[src/rtl/seq_det_pkg.sv]
// Shared types and sizing helpers for the sequence-detector controller.
package seq_det_pkg;

    typedef enum logic [2:0] {IDLE, CLEAR, SHIFT, DRAIN, DONE} state_t;

    localparam int unsigned DEF_WORD_W = 16;

    function automatic int unsigned cnt_width(input int unsigned word_w);
        return $clog2(word_w + 1);
    endfunction

endpackage

[src/rtl/seq_piso.sv]
// Parallel-in serial-out register; the MSB is presented first.
module seq_piso #(
    parameter int unsigned WORD_W = 16
) (
    input  logic              clk,
    input  logic              rst,
    input  logic              load,
    input  logic              shift,
    input  logic [WORD_W-1:0] din,
    output logic              msb
);

    logic [WORD_W-1:0] sr;

    always_ff @(posedge clk or negedge rst) begin
        if (!rst) begin
            sr <= '0;
        end else if (load) begin
            sr <= din;
        end else if (shift) begin
            sr <= {sr[WORD_W-2:0], 1'b0};
        end
    end

    assign msb = sr[WORD_W-1];

endmodule

[src/rtl/seq_det_ctrl.sv]
// Feeds a word MSB-first into an external Moore detector, then reports the
// hit count and the 1-based position of the first hit.
module seq_det_ctrl
    import seq_det_pkg::*;
#(
    parameter int unsigned WORD_W = DEF_WORD_W,
    parameter int unsigned CNT_W  = cnt_width(WORD_W)
) (
    input  logic              clk,
    input  logic              rst,
    input  logic              s_valid,
    output logic              s_ready,
    input  logic [WORD_W-1:0] s_word,
    input  logic              abort,
    output logic              det_clr,
    output logic              det_in,
    input  logic              det_y,
    output logic              m_valid,
    input  logic              m_ready,
    output logic [CNT_W-1:0]  hit_cnt,
    output logic [CNT_W-1:0]  first_pos
);

    localparam logic [CNT_W-1:0] LAST_BIT = CNT_W'(WORD_W - 1);

    state_t           state;
    logic [CNT_W-1:0] bit_cnt;
    logic             load;
    logic             shift;
    logic             piso_msb;
    logic             hit;

    assign load  = (state == IDLE) && s_valid;
    assign shift = ((state == CLEAR) && !abort) || (state == SHIFT);
    // bit_cnt equals the sample index k; the first SHIFT cycle (bit_cnt==0)
    // still shows the just-cleared detector and is skipped.
    assign hit   = det_y && !abort &&
                   (((state == SHIFT) && (bit_cnt != '0)) || (state == DRAIN));

    seq_piso #(
        .WORD_W (WORD_W)
    ) u_piso (
        .clk   (clk),
        .rst   (rst),
        .load  (load),
        .shift (shift),
        .din   (s_word),
        .msb   (piso_msb)
    );

    always_ff @(posedge clk or negedge rst) begin
        if (!rst) begin
            state     <= IDLE;
            s_ready   <= 1'b1;
            m_valid   <= 1'b0;
            det_clr   <= 1'b0;
            det_in    <= 1'b0;
            hit_cnt   <= '0;
            first_pos <= '0;
            bit_cnt   <= '0;
        end else begin
            unique case (state)
                IDLE: begin
                    if (s_valid) begin
                        state     <= CLEAR;
                        s_ready   <= 1'b0;
                        det_clr   <= 1'b1;
                        det_in    <= 1'b0;
                        hit_cnt   <= '0;
                        first_pos <= '0;
                        bit_cnt   <= '0;
                    end
                end
                CLEAR: begin
                    det_clr <= 1'b0;
                    if (abort) begin
                        state   <= IDLE;
                        s_ready <= 1'b1;
                        det_in  <= 1'b0;
                    end else begin
                        state  <= SHIFT;
                        det_in <= piso_msb;
                    end
                end
                SHIFT: begin
                    if (abort) begin
                        state   <= IDLE;
                        s_ready <= 1'b1;
                        det_in  <= 1'b0;
                    end else begin
                        bit_cnt <= bit_cnt + 1'b1;
                        if (bit_cnt == LAST_BIT) begin
                            state  <= DRAIN;
                            det_in <= 1'b0;
                        end else begin
                            det_in <= piso_msb;
                        end
                    end
                end
                DRAIN: begin
                    det_in <= 1'b0;
                    if (abort) begin
                        state   <= IDLE;
                        s_ready <= 1'b1;
                    end else begin
                        state   <= DONE;
                        m_valid <= 1'b1;
                    end
                end
                DONE: begin
                    if (m_ready) begin
                        state   <= IDLE;
                        m_valid <= 1'b0;
                        s_ready <= 1'b1;
                    end
                end
                default: begin
                    state   <= IDLE;
                    s_ready <= 1'b1;
                    m_valid <= 1'b0;
                    det_clr <= 1'b0;
                    det_in  <= 1'b0;
                end
            endcase

            if (hit) begin
                hit_cnt <= hit_cnt + 1'b1;
                if (first_pos == '0) begin
                    first_pos <= bit_cnt;
                end
            end
        end
    end

endmodule
[config.mk]
export PLATFORM = sky130hd
export DESIGN_NAME = seq_det_ctrl
export DESIGN_NICKNAME = d
export VERILOG_FILES = /design/src/rtl/seq_det_pkg.sv /design/src/rtl/seq_piso.sv /design/src/rtl/seq_det_ctrl.sv
export SDC_FILE = /design/constraint.sdc
export NUM_CORES = 1
export LEC_CHECK = 0
export CORE_ASPECT_RATIO = 0.5
export CORE_MARGIN = 2
export CORE_UTILIZATION = 55
export DETAILED_ROUTE_END_ITERATION = 7
export MAX_ROUTING_LAYER = met4
export PLACE_DENSITY_LB_ADDON = 0.08
export SKIP_CTS_REPAIR_TIMING = 1
export SYNTH_ARGS = -nofsm -noshare
export SYNTH_HDL_FRONTEND = slang
export SYNTH_SLANG_ARGS = --single-unit
[constraint.sdc]
create_clock -name clk -period 3.2 [get_ports clk]
set_input_delay 0.64 -clock clk [delete_from_list [all_inputs] [get_ports clk]]
set_output_delay 0.64 -clock clk [all_outputs]
set_load 0.005 [all_outputs]
Word level (Yosys, flattened, before mapping)
Index checks and enable logic that the tools add are counted.

Register bits: 38. Input port bits: 22.

Add/subtract/negate cells: 2. Eq/ne operators: 11. Mux-type cells: 31. Bitwise operators: 3. Reduce and logical (&&, ||, !) cells: 25.

Operators by type and width (number): two-way mux 5 bit (8); two-way mux 16 bit (2); two-way mux 3 bit (5); case mux 3 bit (5 select lines) (1); AND reduction 3 bit (4); adder 5 x 1 -> 5 bit, second input constant (2); case mux 5 bit (2 select lines) (1); two-way mux 1 bit (9); OR reduction 3 bit (3); != test 2 bit, second input constant (4); nonzero test 2 bit (4); == test 3 x 2 -> 1 bit, second input constant (2); case mux 1 bit (3 select lines) (2); AND reduction 2 bit (3); == test 5 x 4 -> 1 bit, second input constant (1); logical AND 1 bit (5); logical NOT 5 bit (1); nonzero test 5 bit (1); case mux 1 bit (4 select lines) (1); == test 3 x 1 -> 1 bit, second input constant (1); == test 3 bit, second input constant (1); logical NOT 3 bit (1); != test 3 x 2 -> 1 bit, second input constant (1); inverter 1 bit (3); 5 further kinds (6).

Logic depth before layout (Yosys ltp)
Gate-level depths: netlist of the first run.

Depth in word-level cells: 6. Gate-level depth with buffers: 7. Gate-level depth less buffers: 5.

Hierarchy
From an unflattened synthesis of the first run, not the netlist that was laid out.

Cells, all modules: 177. Area total of the unflattened synthesis: 1893.1 um^2.

Modules (own cells, without submodules): seq_det_ctrl (times used 1, cells an instance 108, area an instance 1151.1 um^2, sequential area each 551.8 um^2); seq_piso (times used 1, cells an instance 69, area an instance 742.0 um^2, sequential area each 400.4 um^2).

Worst setup path before layout of the first run
No wires, ideal clock.

Kind: input port to flip-flop. Start point: input s_valid. End point: register bit_cnt[3]. Setup time: 66 ps. Arrival: 1609 ps. Setup slack: 1525 ps. Stages on the path: 5. Path through: nor2b_2 -> and2_4 -> buf_6 -> or4_1 -> nand2_1.

Cells in the longest elaborated chain, start to end: 2.

Ends and longest elaborated chain: from (decl) (line seq_det_ctrl.sv:11) `input logic s_valid,`; != test 2 bit (no source line); AND reduction 3 bit (no source line); to (signal assigned) (line seq_det_ctrl.sv:91) `bit_cnt <= bit_cnt + 1'b1;`; to (decl) (line seq_det_ctrl.sv:27) `logic [CNT_W-1:0] bit_cnt;`.

No other way between the ends. A chain may end at the register's enable or synchronous reset.

Worst setup path after layout of the first run
Start point: input abort. End point: register hit_cnt[2].

Cells in the longest elaborated chain, start to end: 5.

Ends and longest elaborated chain: from (decl) (line seq_det_ctrl.sv:14) `input logic abort,`; logical NOT 1 bit * (line seq_det_ctrl.sv:37) `assign hit = det_y && !abort &&`; logical AND 1 bit * (2 in series) (line seq_det_ctrl.sv:37); nonzero test 2 bit (no source line); AND reduction 2 bit (no source line); to (signal assigned) (line seq_det_ctrl.sv:127) `hit_cnt <= hit_cnt + 1'b1;`; to (decl) (line seq_det_ctrl.sv:20) `output logic [CNT_W-1:0] hit_cnt,`.

Mark *: on every way between the ends. The rest lies on a longest branch, timed or not.

==> impl_metrics.env, run 1 <==
export IMPL_post_synth_cell_area_avg_um2=9.54
export IMPL_cap_violations=0
export IMPL_ant_nets=0
export IMPL_synth_mux_area_frac=0
export IMPL_synth_top_area_cell="dfrtp_1"
export IMPL_clk_insertion_delay_late_ns=0.29
export IMPL_pwr_density_cell_nw_per_um2=800
export IMPL_antenna_cells=0
export IMPL_hp_class="in2async"
export IMPL_antenna_found_initial=0
export IMPL_fill_cells=228
export IMPL_cp_slowest_stage_delay_ns=0.51
export IMPL_crit_chain="clkdlybuf4s50_1, nand4bb_1, a21o_4, and2_4, a211o_1"
export IMPL_routedWlPerCell_um=14.2
export IMPL_synth_simple_gate_area_share=0.227
export IMPL_async_flop_share=1.00
export IMPL_tritoncts="done"
export IMPL_die_h_um=45.0
export IMPL_layout_drive_gt1_share=0.0873
export IMPL_path_clk_slew_ns=0.07
export IMPL_final_max_slew_violation_count=0
export IMPL_final_util=0.744
export IMPL_vias_per_cell=5.66
export IMPL_yosys_area_share_xor_xnor=0.0142
export IMPL_instances_no_fill=269
export IMPL_synth_compound_area_frac=0.170
export IMPL_slew_headroom=0.447
export IMPL_ys_seq_area_frac=0.515
export IMPL_die_x_um=86.0
export IMPL_register_area_um2=952
export IMPL_setup_viol=0
export IMPL_nets=254
export IMPL_rows=14
export IMPL_yosysUniqueCellTypes=44
export IMPL_timing_critical_path_to_type="register"
export IMPL_clockRootBuffer="clkbuf_8"
export IMPL_dpl_instance_area_um2=2200
export IMPL_drt_first_pass_iters=6
export IMPL_finalInstanceArea_um2=2310
export IMPL_port_buffers=35
export IMPL_start_kind="primary input"
export IMPL_synthTopCellsByArea="dfrtp_1, nand2_1, a31oi_1, nor2_1, ha_1"
export IMPL_p_leak_nw=1.02
export IMPL_synth_seq_cells=38
export IMPL_dp_cells=261
export IMPL_ys_warn_count=0
export IMPL_core_um2=3100
export IMPL_gp_congestion=0.806
export IMPL_fin_crit_ns=2.02
export IMPL_min_period_over_period=0.631
export IMPL_rsz0062_at_grt="no"
export IMPL_syn_nets=220
export IMPL_grt_pass1_vias=1488
export IMPL_synth_enable_flop_cells=0
export IMPL_dp_hpwl_um=2600
export IMPL_tns_ns=0
export IMPL_areaGrowthSynthToFinish_pct=24.6
export IMPL_first_iter_violations=90
export IMPL_grt_pass1_wl_um=6680
export IMPL_yosys_cell_count_top_type="nand2_1"
export IMPL_drc=0
export IMPL_ys_flop_type="dfrtp_1"
export IMPL_netlist_area_um2=1850
export IMPL_synth_top_family_by_area="simple AND/OR/NAND/NOR gates"
export IMPL_multi_input_area_um2=811
export IMPL_synth_top_area_share=0.500
export IMPL_grtUsageTotal=0.236
export IMPL_clockBufferDepth=2
export IMPL_cp_arrival_ns=2.20
export IMPL_outcome="complete, no violations"
export IMPL_cts_sinks=38
export IMPL_clock_skew_final_ns=0.00795
export IMPL_max_vdd_ir_drop_mv=0.466
export IMPL_cts_made_buffers=5
export IMPL_pin_count=36
export IMPL_cp_required_ns=3.38
export IMPL_syn_instance_count=194
export IMPL_crit_type="in2reg"
export IMPL_max_freq_ghz=0.495
export IMPL_dieArea_um2=3870
export IMPL_vias=1523
export IMPL_worst_pin_slew_ns=0.830
export IMPL_grt_max_degree=39
export IMPL_start_util=0.597
export IMPL_wl_um=3820
export IMPL_hold_ws_ns=0.444
export IMPL_synth_fa_ha_area_frac=0.0270
export IMPL_synth_common_cells="nand2_1, dfrtp_1, nor2_1"
export IMPL_finalHoldViolations=0
export IMPL_htreeDepth=2
export IMPL_grt_remaining_overflow=0
export IMPL_cp_slowest_cell="clkdlybuf4s50_1"
export IMPL_cp_max_fo=8
==> per-layer routing <==
layer / GRT usage / wire length (um)
met1: 0.314 / 1830
met2: 0.355 / 1720
met3: 0.0622 / 218
met4: 0.0889 / 48
met5: - / 0
==> worst paths after layout <==
kind | from | to | slack [ns] | depth (start not counted)
setup / recovery | abort | hit_cnt[2]$_DFFE_PN0P_ | 1.18 | 5
hold / removal | rst | hit_cnt[3]$_DFFE_PN0P_ | 0.44 | 1
setup reg to reg | state[2]$_DFFE_PN0P_ | hit_cnt[2]$_DFFE_PN0P_ | 1.52 | 4
max in group asynchronous | rst | state[2]$_DFFE_PN0P_ | 2.22 | 1
min in group clk | det_in$_DFFE_PN0P_ | det_in$_DFFE_PN0P_ | 0.52 | 1
hold reg to reg | det_in$_DFFE_PN0P_ | det_in$_DFFE_PN0P_ | 0.52 | 1
==> placed cells by master, fill, tap and decap left out, types with 2 or more instances in the layout <==
cell / n
ha_1: 4
clkdlybuf4s50_1: 34
o211ai_1: 2
or3_1: 2
o2bb2ai_1: 2
a31oi_1: 15
nor3_1: 2
a32o_1: 2
inv_1: 6
nor3b_1: 2
a22o_1: 5
dfrtp_1: 37
and2_4: 2
nand2b_1: 2
nand3_1: 4
xor2_1: 3
or4_1: 2
nor2_1: 23
nand2_1: 38
o21ai_0: 8
buf_4: 2
a21oi_1: 3
clkbuf_8: 8
==> cell type report <==
cell class / count / share of cell area
multi-input cells: 140 / 0.352
clock buffers: 8 / 0.0477
repair buffers: 37 / 0.156
flip-flops and latches: 38 / 0.413
inverters: 6 / 0.00977
well taps: 40 / 0.0217
==> registers in the layout, summed over array words and instances, names as in the netlist <==
| register | flops |
|---|---|
| u_piso.sr | 16 |
| bit_cnt | 5 |
| first_pos | 5 |
| hit_cnt | 5 |
| state | 3 |
| det_clr | 1 |
| det_in | 1 |
| m_valid | 1 |
| s_ready | 1 |
==> cell families (layout without fill, tap and decap cells) <==
| family | count (synthesis) | after routing |
|---|---|---|
| compound gates | 45 | 45 |
| xor+xnor | 3 | 3 |
| fa+ha+maj | 4 | 4 |
| buf+inv | 16 | 51 |
| flops | 38 | 38 |
| simple gates | 88 | 88 |
==> report_power, final <==
| part | total, W | internal [W] | leakage [nW] | switching, W |
|---|---|---|---|---|
| Sequential | 0.000777 | 0.000645 | 0.475 | 0.000132 |
| Combinational | 0.000685 | 0.000309 | 0.491 | 0.000376 |
| Clock | 0.000383 | 0.000218 | 0.0575 | 0.000166 |
==> stage by stage <==
step | setup slack [ns] | total power (W)
after floorplan | 1.53 | 0.00128
after global placement | 0.929 | 0.00144
final | 1.18 | 0.00185
after global routing | 1.14 | 0.00199
after CTS | 1.20 | 0.00186
after detailed placement | 0.897 | 0.00147
==> critical path, delay by kind of cell <==
kind	cells	cell delay, ns
buffers and inverters	1	0.51
AND/OR/NAND/NOR	2	0.49
AO/OA/AOI/OAI	2	0.56
Power figures use the tool's default switching activity.
==> inputs of run 2 (changes only) <==
- CORE_UTILIZATION: 55 -> 51
- clock period: 3.2 -> 1.9 ns (I/O delays scaled with it)
==> impl_metrics.env, run 2 (same netlist as run 1, synthesis figures left out) <==
export IMPL_port_buffers=35
export IMPL_grt_util_met3=0.0645
export IMPL_clock_skew_final_ns=0.00549
export IMPL_worst_pin_slew_ns=0.604
export IMPL_vias=1525
export IMPL_hold_ws_ns=0.0822
export IMPL_htreeDepth=2
export IMPL_rows=15
export IMPL_antenna_cells=0
export IMPL_routedWlPerCell_um=13.4
export IMPL_drc=0
export IMPL_critPathBufInv=1
export IMPL_path_depth=1
export IMPL_cp_required_ns=1.52
export IMPL_grt_remaining_overflow=0
export IMPL_largest_register_ffs=16
export IMPL_antenna_found_initial=0
export IMPL_clockRootBuffer="clkbuf_8"
export IMPL_rsz0062_at_grt="no"
export IMPL_clockBufferDepth=2
export IMPL_top_register="u_piso.sr"
export IMPL_use_met2=0.311
export IMPL_max_vdd_ir_drop_mv=0.888
export IMPL_wl_um=3860
export IMPL_dp_hpwl_um=2720
export IMPL_nets=263
export IMPL_tritoncts="done"
export IMPL_crit_family="flip-flops"
export IMPL_timing_critical_path_to_type="output port"
export IMPL_instances_no_fill=289
export IMPL_first_iter_violations=85
export IMPL_core_um2=3450
export IMPL_finalInstanceArea_um2=2400
export IMPL_crit_type="reg2out"
export IMPL_gp_congestion=0.792
export IMPL_areaGrowthSynthToFinish_pct=29.6
export IMPL_crit_chain="clkdlybuf4s50_1"
export IMPL_fin_crit_ns=1.71
export IMPL_hp_class="in2async"
export IMPL_met1_usage=0.298
export IMPL_layout_common_cells="nand2_1, dfrtp_1, clkdlybuf4s50_1"
export IMPL_die_x_um=89.2
export IMPL_grtUsageTotal=0.220
export IMPL_start_util=0.536
export IMPL_grt_max_degree=32
export IMPL_min_period_over_period=0.900
export IMPL_clk_insertion_delay_late_ns=0.30
export IMPL_start_kind="register"
export IMPL_fill_cells=297
export IMPL_max_freq_ghz=0.585
export IMPL_dpl_instance_area_um2=2290
export IMPL_cp_max_fo=3
export IMPL_pin_count=36
export IMPL_grt_busiest_layer="met2"
export IMPL_outcome="complete, no violations"
export IMPL_final_common_cell="nand2_1"
export IMPL_drt_first_pass_iters=4
export IMPL_tns_ns=0
export IMPL_vias_per_cell=5.28
export IMPL_path_clk_slew_ns=0.08
export IMPL_final_max_slew_violation_count=0
export IMPL_setup_viol=0
export IMPL_dp_cells=281
export IMPL_p_leak_nw=1.07
export IMPL_cts_made_buffers=5
export IMPL_finalHoldViolations=0
export IMPL_cap_violations=0
export IMPL_die_h_um=46.6
export IMPL_ant_nets=0
export IMPL_cp_slowest_stage_delay_ns=0.54
export IMPL_grt_pass1_wl_um=6360
export IMPL_cts_sinks=38
export IMPL_slew_headroom=0.598
export IMPL_dieArea_um2=4160
export IMPL_pwr_density_cell_nw_per_um2=1360
export IMPL_layout_drive_gt1_share=0.122
export IMPL_cp_arrival_ns=1.33
export IMPL_cp_slowest_cell="dfstp_2"
export IMPL_worstRegToRegCells=5
export IMPL_grt_pass1_vias=1372
## run 2: area by class of cell
type                    count  area [um2]  area share
flip-flops and latches     38         952       0.397
multi-input cells         140         811       0.338
repair buffers             46         440       0.184
clock buffers               5        68.8      0.0287
well taps                  51        63.8      0.0266
clock inverters             3        40.0      0.0167
inverters                   6        22.5     0.00939
## run 2: worst paths after layout
kind                                       from                   endpoint  slack (ns)
setup reg to reg           state[0]$_DFFE_PN0P_     hit_cnt[2]$_DFFE_PN0P_        0.24
min in group clk             det_in$_DFFE_PN0P_         det_in$_DFFE_PN0P_        0.51
setup / recovery            s_ready$_DFFE_PN1P_                    s_ready        0.19
hold / removal                              rst  u_piso.sr[14]$_DFFE_PN0P_        0.08
hold reg to reg              det_in$_DFFE_PN0P_         det_in$_DFFE_PN0P_        0.51
max in group asynchronous                   rst   u_piso.sr[5]$_DFFE_PN0P_        1.26
## run 2: through the flow
stage	total power, W	util	setup WS, ns
6_report	0.00326	0.695	0.190
5_1_grt	0.00352	0.695	0.141
4_1_cts	0.00327	0.695	0.179
3_5_place_dp	0.00258	0.663	-0.0724
3_3_place_gp	0.00254	0.663	-0.0438
2_1_floorplan	0.00216	-	0.399
## run 2: where the power goes
| group | total (W) | internal [W] | switching, W |
|---|---|---|---|
| combinational | 0.00127 | 0.000611 | 0.000660 |
| clock | 0.000688 | 0.000386 | 0.000301 |
| sequential | 0.00130 | 0.00109 | 0.000213 |
## run 2: per-layer routing
layer / up-vias / part of all wire
met5: - / 0
met4: 0 / 0.017
met3: 6 / 0.050
met2: 35 / 0.43
met1: 717 / 0.51
li1: 767 / -
==> inputs of run 3 (changes only) <==
- ABC_CLOCK_PERIOD_IN_PS: default -> 1900
- CAP_MARGIN: default -> 20
- REMOVE_ABC_BUFFERS: default -> 1
==> impl_metrics.env, run 3 (same netlist as run 1, synthesis figures left out) <==
export IMPL_multi_input_area_um2=811
export IMPL_die_h_um=46.6
export IMPL_worst_pin_slew_ns=0.473
export IMPL_dp_hpwl_um=2520
export IMPL_clk_insertion_delay_late_ns=0.29
export IMPL_final_util=0.687
export IMPL_fill_cells=285
export IMPL_crit_chain="clkdlybuf4s50_1"
export IMPL_tritoncts="done"
export IMPL_outcome="complete, no violations"
export IMPL_p_total_w=0.00314
export IMPL_cp_required_ns=1.52
export IMPL_cap_violations=0
export IMPL_cp_max_fo=3
export IMPL_cp_slowest_cell="dfstp_2"
export IMPL_grt_busiest_layer="met1"
export IMPL_largest_register_ffs=16
export IMPL_max_freq_ghz=0.584
export IMPL_routedWlPerCell_um=12.2
export IMPL_crit_family="flip-flops"
export IMPL_max_vdd_ir_drop_mv=0.675
export IMPL_setup_viol=0
export IMPL_vias=1494
export IMPL_register_area_um2=952
export IMPL_min_period_over_period=0.901
export IMPL_layout_drive_gt1_share=0.114
export IMPL_layout_common_cells="nand2_1, dfrtp_1, clkdlybuf4s50_1"
export IMPL_clockRootBuffer="clkbuf_8"
export IMPL_grt_util_met3=0.0538
export IMPL_antenna_found_initial=0
export IMPL_rr_endpoint="hit_cnt[2]$_DFFE_PN0P_"
export IMPL_grt_max_degree=39
export IMPL_pwr_density_cell_nw_per_um2=1320
export IMPL_grtUsageTotal=0.200
export IMPL_rows=15
export IMPL_final_common_cell="nand2_1"
export IMPL_rsz0062_at_grt="no"
export IMPL_timing_critical_path_to_type="output port"
export IMPL_final_max_slew_violation_count=0
export IMPL_first_iter_violations=60
export IMPL_post_place_ws_ns=-0.0939
export IMPL_antenna_cells=0
export IMPL_nets=262
export IMPL_pin_count=36
export IMPL_fin_crit_ns=1.71
export IMPL_crit_type="reg2out"
export IMPL_wl_um=3520
export IMPL_die_x_um=89.2
export IMPL_p_leak_nw=1.06
export IMPL_instances_no_fill=288
export IMPL_ant_nets=0
export IMPL_clock_skew_final_ns=0.00306
export IMPL_cp_arrival_ns=1.33
export IMPL_finalHoldViolations=0
export IMPL_hp_class="in2async"
export IMPL_r2r_slack_ns=0.32
export IMPL_worstRegToRegCells=4
export IMPL_drc=0
export IMPL_port_buffers=35
export IMPL_vias_per_cell=5.19
export IMPL_dp_cells=280
export IMPL_grt_pass1_vias=1291
export IMPL_gp_congestion=0.831
export IMPL_clockBufferDepth=2
export IMPL_use_met2=0.271
export IMPL_hold_ws_ns=0.120
export IMPL_cp_slowest_stage_delay_ns=0.54
export IMPL_start_util=0.536
export IMPL_critPathBufInv=1
export IMPL_cts_made_buffers=5
export IMPL_cts_sinks=38
export IMPL_grt_remaining_overflow=0
export IMPL_grt_pass1_wl_um=5890
export IMPL_start_kind="register"
export IMPL_worst_slack_ns=0.188
export IMPL_r2r_start="state[1]$_DFFE_PN0P_"
export IMPL_path_clk_slew_ns=0.07
export IMPL_dieArea_um2=4160
export IMPL_core_um2=3450
export IMPL_met1_usage=0.279
export IMPL_htreeDepth=2
export IMPL_areaGrowthSynthToFinish_pct=28.3
export IMPL_drt_first_pass_iters=4
export IMPL_top_register="u_piso.sr"
export IMPL_slew_headroom=0.685
[run 3: worst max path at each step]
stage / startpoint / endpoint / slack, ns / cells past startpoint
2_1_floorplan: state[1]$_DFFE_PN0P_ / u_piso.sr[10]$_DFFE_PN0P_ / -0.02 / 3
3_3_place_gp: abort / hit_cnt[2]$_DFFE_PN0P_ / -0.05 / 5
3_5_place_dp: abort / hit_cnt[2]$_DFFE_PN0P_ / -0.09 / 5
4_1_cts: s_ready$_DFFE_PN1P_ / s_ready / 0.18 / 1
5_1_grt: abort / first_pos[1]$_DFF_PN0_ / 0.15 / 5
6_report: s_ready$_DFFE_PN1P_ / s_ready / 0.19 / 1
[run 3: final cells by class]
class,instances,share of cell area
tap,51,0.0269
sequential,38,0.401
inverter,6,0.00949
clock inverter,1,0.00211
multi-input combinational,140,0.342
timing repair buffer,45,0.182
clock buffer,7,0.0364
[run 3: report_power, final]
part	internal (W)	leakage [nW]	switching, W
Combinational	0.000621	0.534	0.000676
Clock	0.000293	0.0482	0.000277
Sequential	0.00109	0.475	0.000188
Total	0.00200	1.06	0.00114
[run 3: layer usage]
| layer | share of wire | wire, um |
|---|---|---|
| met5 | 0 | 0 |
| met4 | 0.014 | 50 |
| met3 | 0.050 | 176 |
| met2 | 0.42 | 1470 |
| met1 | 0.52 | 1830 |
[run 3: stage by stage]
stage | TNS, ns | cell area, um2
finish | 0 | 2370
global route | 0 | 2370
CTS | 0 | 2370
detailed placement | -0.187 | 2280
global placement | -0.0657 | 2280
floorplan | -0.239 | 1790
==> RTL change (settings of run 2) <==
`DEF_WORD_W`: 16 -> 24.
--- a/src/rtl/seq_det_pkg.sv
+++ b/src/rtl/seq_det_pkg.sv
@@ -3,7 +3,7 @@
 
     typedef enum logic [2:0] {IDLE, CLEAR, SHIFT, DRAIN, DONE} state_t;
 
-    localparam int unsigned DEF_WORD_W = 16;
+    localparam int unsigned DEF_WORD_W = 24;
 
     function automatic int unsigned cnt_width(input int unsigned word_w);
         return $clog2(word_w + 1);
Ports: changed (resized s_word); port bits go from 36 to 44. The function was not compared with the original's and may differ.
==> RTL change against run 2 <==
Hold slack worse by 0.029 ns; wire length grew 14%; synthesized area is 19% higher; total power up 13%; final area is 21% higher; first-iteration DRC count down 21%; sequential cell count up 8; register-to-register slack barely moved; worst setup slack worse by 0.0085 ns; combinational power up 10%.
==> RTL change: results (changes against run 2) <==
met3 Use GR 0.05571 (was 0.06452); #MultiIn Comb 169 (was 140); Synthesized Nets 269 (was 220); max frequency 0.5820 GHz (was 0.5849 GHz); Post-Synthesis Cells 236 (was 194); # fillers 315 (was 297); first-pass GRT wire length 7686 µm (was 6361 µm); placed cells 337 (was 281); clock tree cell share of total cell area 0.03868 (was 0.04538); post-route met1 wirelength 2259 µm (was 1951 µm); number of clock buffers in the layout 6 (was 5); M2 GR Usage 0.3229 (was 0.3111); Post-Syn Area 2200 µm² (was 1851 µm²); met2 WL 1966 µm (was 1652 µm); dpl ws -0.08405 ns (was -0.07238 ns); DR vias/cell 5.323 (was 5.277); sequential area share after synthesis 0.5239 (was 0.5145); vias in the first global route 1715 (was 1372); Synth cell types 42 (was 44); VDD IR max 569.9 µV (was 888.2 µV); nets 323 (was 263); gpl congestion 0.8551 (was 0.7921); Lkg Pwr 0.001282 µW (was 0.001072 µW); Placed Area 2799 µm² (was 2290 µm²); Slew @ Worst Pin 0.3541 ns (was 0.6037 ns); worst r2r path cells 3 (was 5); number of flip-flops in the largest register 24 (was 16); Initial DRC Count 67 (was 85); commonest cells in the netlist nand2_1, dfrtp_1, nor2_1 (unchanged); synth top area cells dfrtp_1, nand2_1, a31oi_1 (unchanged); Data buffer area share 0.2028 (was 0.1836); Logic inverters 8 (was 6); Clock Skew 0.005860 ns (was 0.005487 ns); Design Area, Final 2912 µm² (was 2399 µm²); Yosys reg bits 46 (was 38); final WL 4418 µm (was 3863 µm); Pint 2411 µW (was 2083 µW); dpl hpwl 3138 µm (was 2716 µm); fraction of area in registers 0.3958 (was 0.3970); Worst R2R Start state[0]$_DFFE_PN0P_ (unchanged); Biggest register u_piso.sr (unchanged); run status finished, final reports clean (unchanged); largest net degree at the start of global routing 47 (was 32); fraction of area in multi-input gates 0.3292 (was 0.3380); Vias 1831 (was 1525); WL met3 170 µm (was 192 µm)
[RTL change: cell count changes in the layout (fill, tap and decap cells not counted), moves of 4 or more]
cell,delta
a31oi_1,+9
buf_4,+4
clkdlybuf4s50_1,+8
dfrtp_1,+8
nand2_1,+11
nor2_1,+9
xnor2_1,+4
[RTL change: power groups by stage]
| stage | combinational [µW] | sequential [µW] | clock [µW] |
|---|---|---|---|
| after CTS | 1410 | 1530 | 758 |
| after floorplan | 950 | 1510 | 0 |
| after global routing | 1580 | 1580 | 801 |
| final | 1400 | 1530 | 735 |
| after global placement | 1360 | 1540 | 0 |
| after detailed placement | 1410 | 1550 | 0 |
[RTL change: cells by family (layout without fill, tap and decap cells)]
group	after synthesis	after routing	synth area share
mux	1	1	0.004551
fa+ha+maj	3	3	0.01707
xor+xnor	6	6	0.02389
compound gates	53	53	0.1627
flops	46	46	0.5239
buf+inv	21	75	0.04551
simple gates	106	106	0.2224
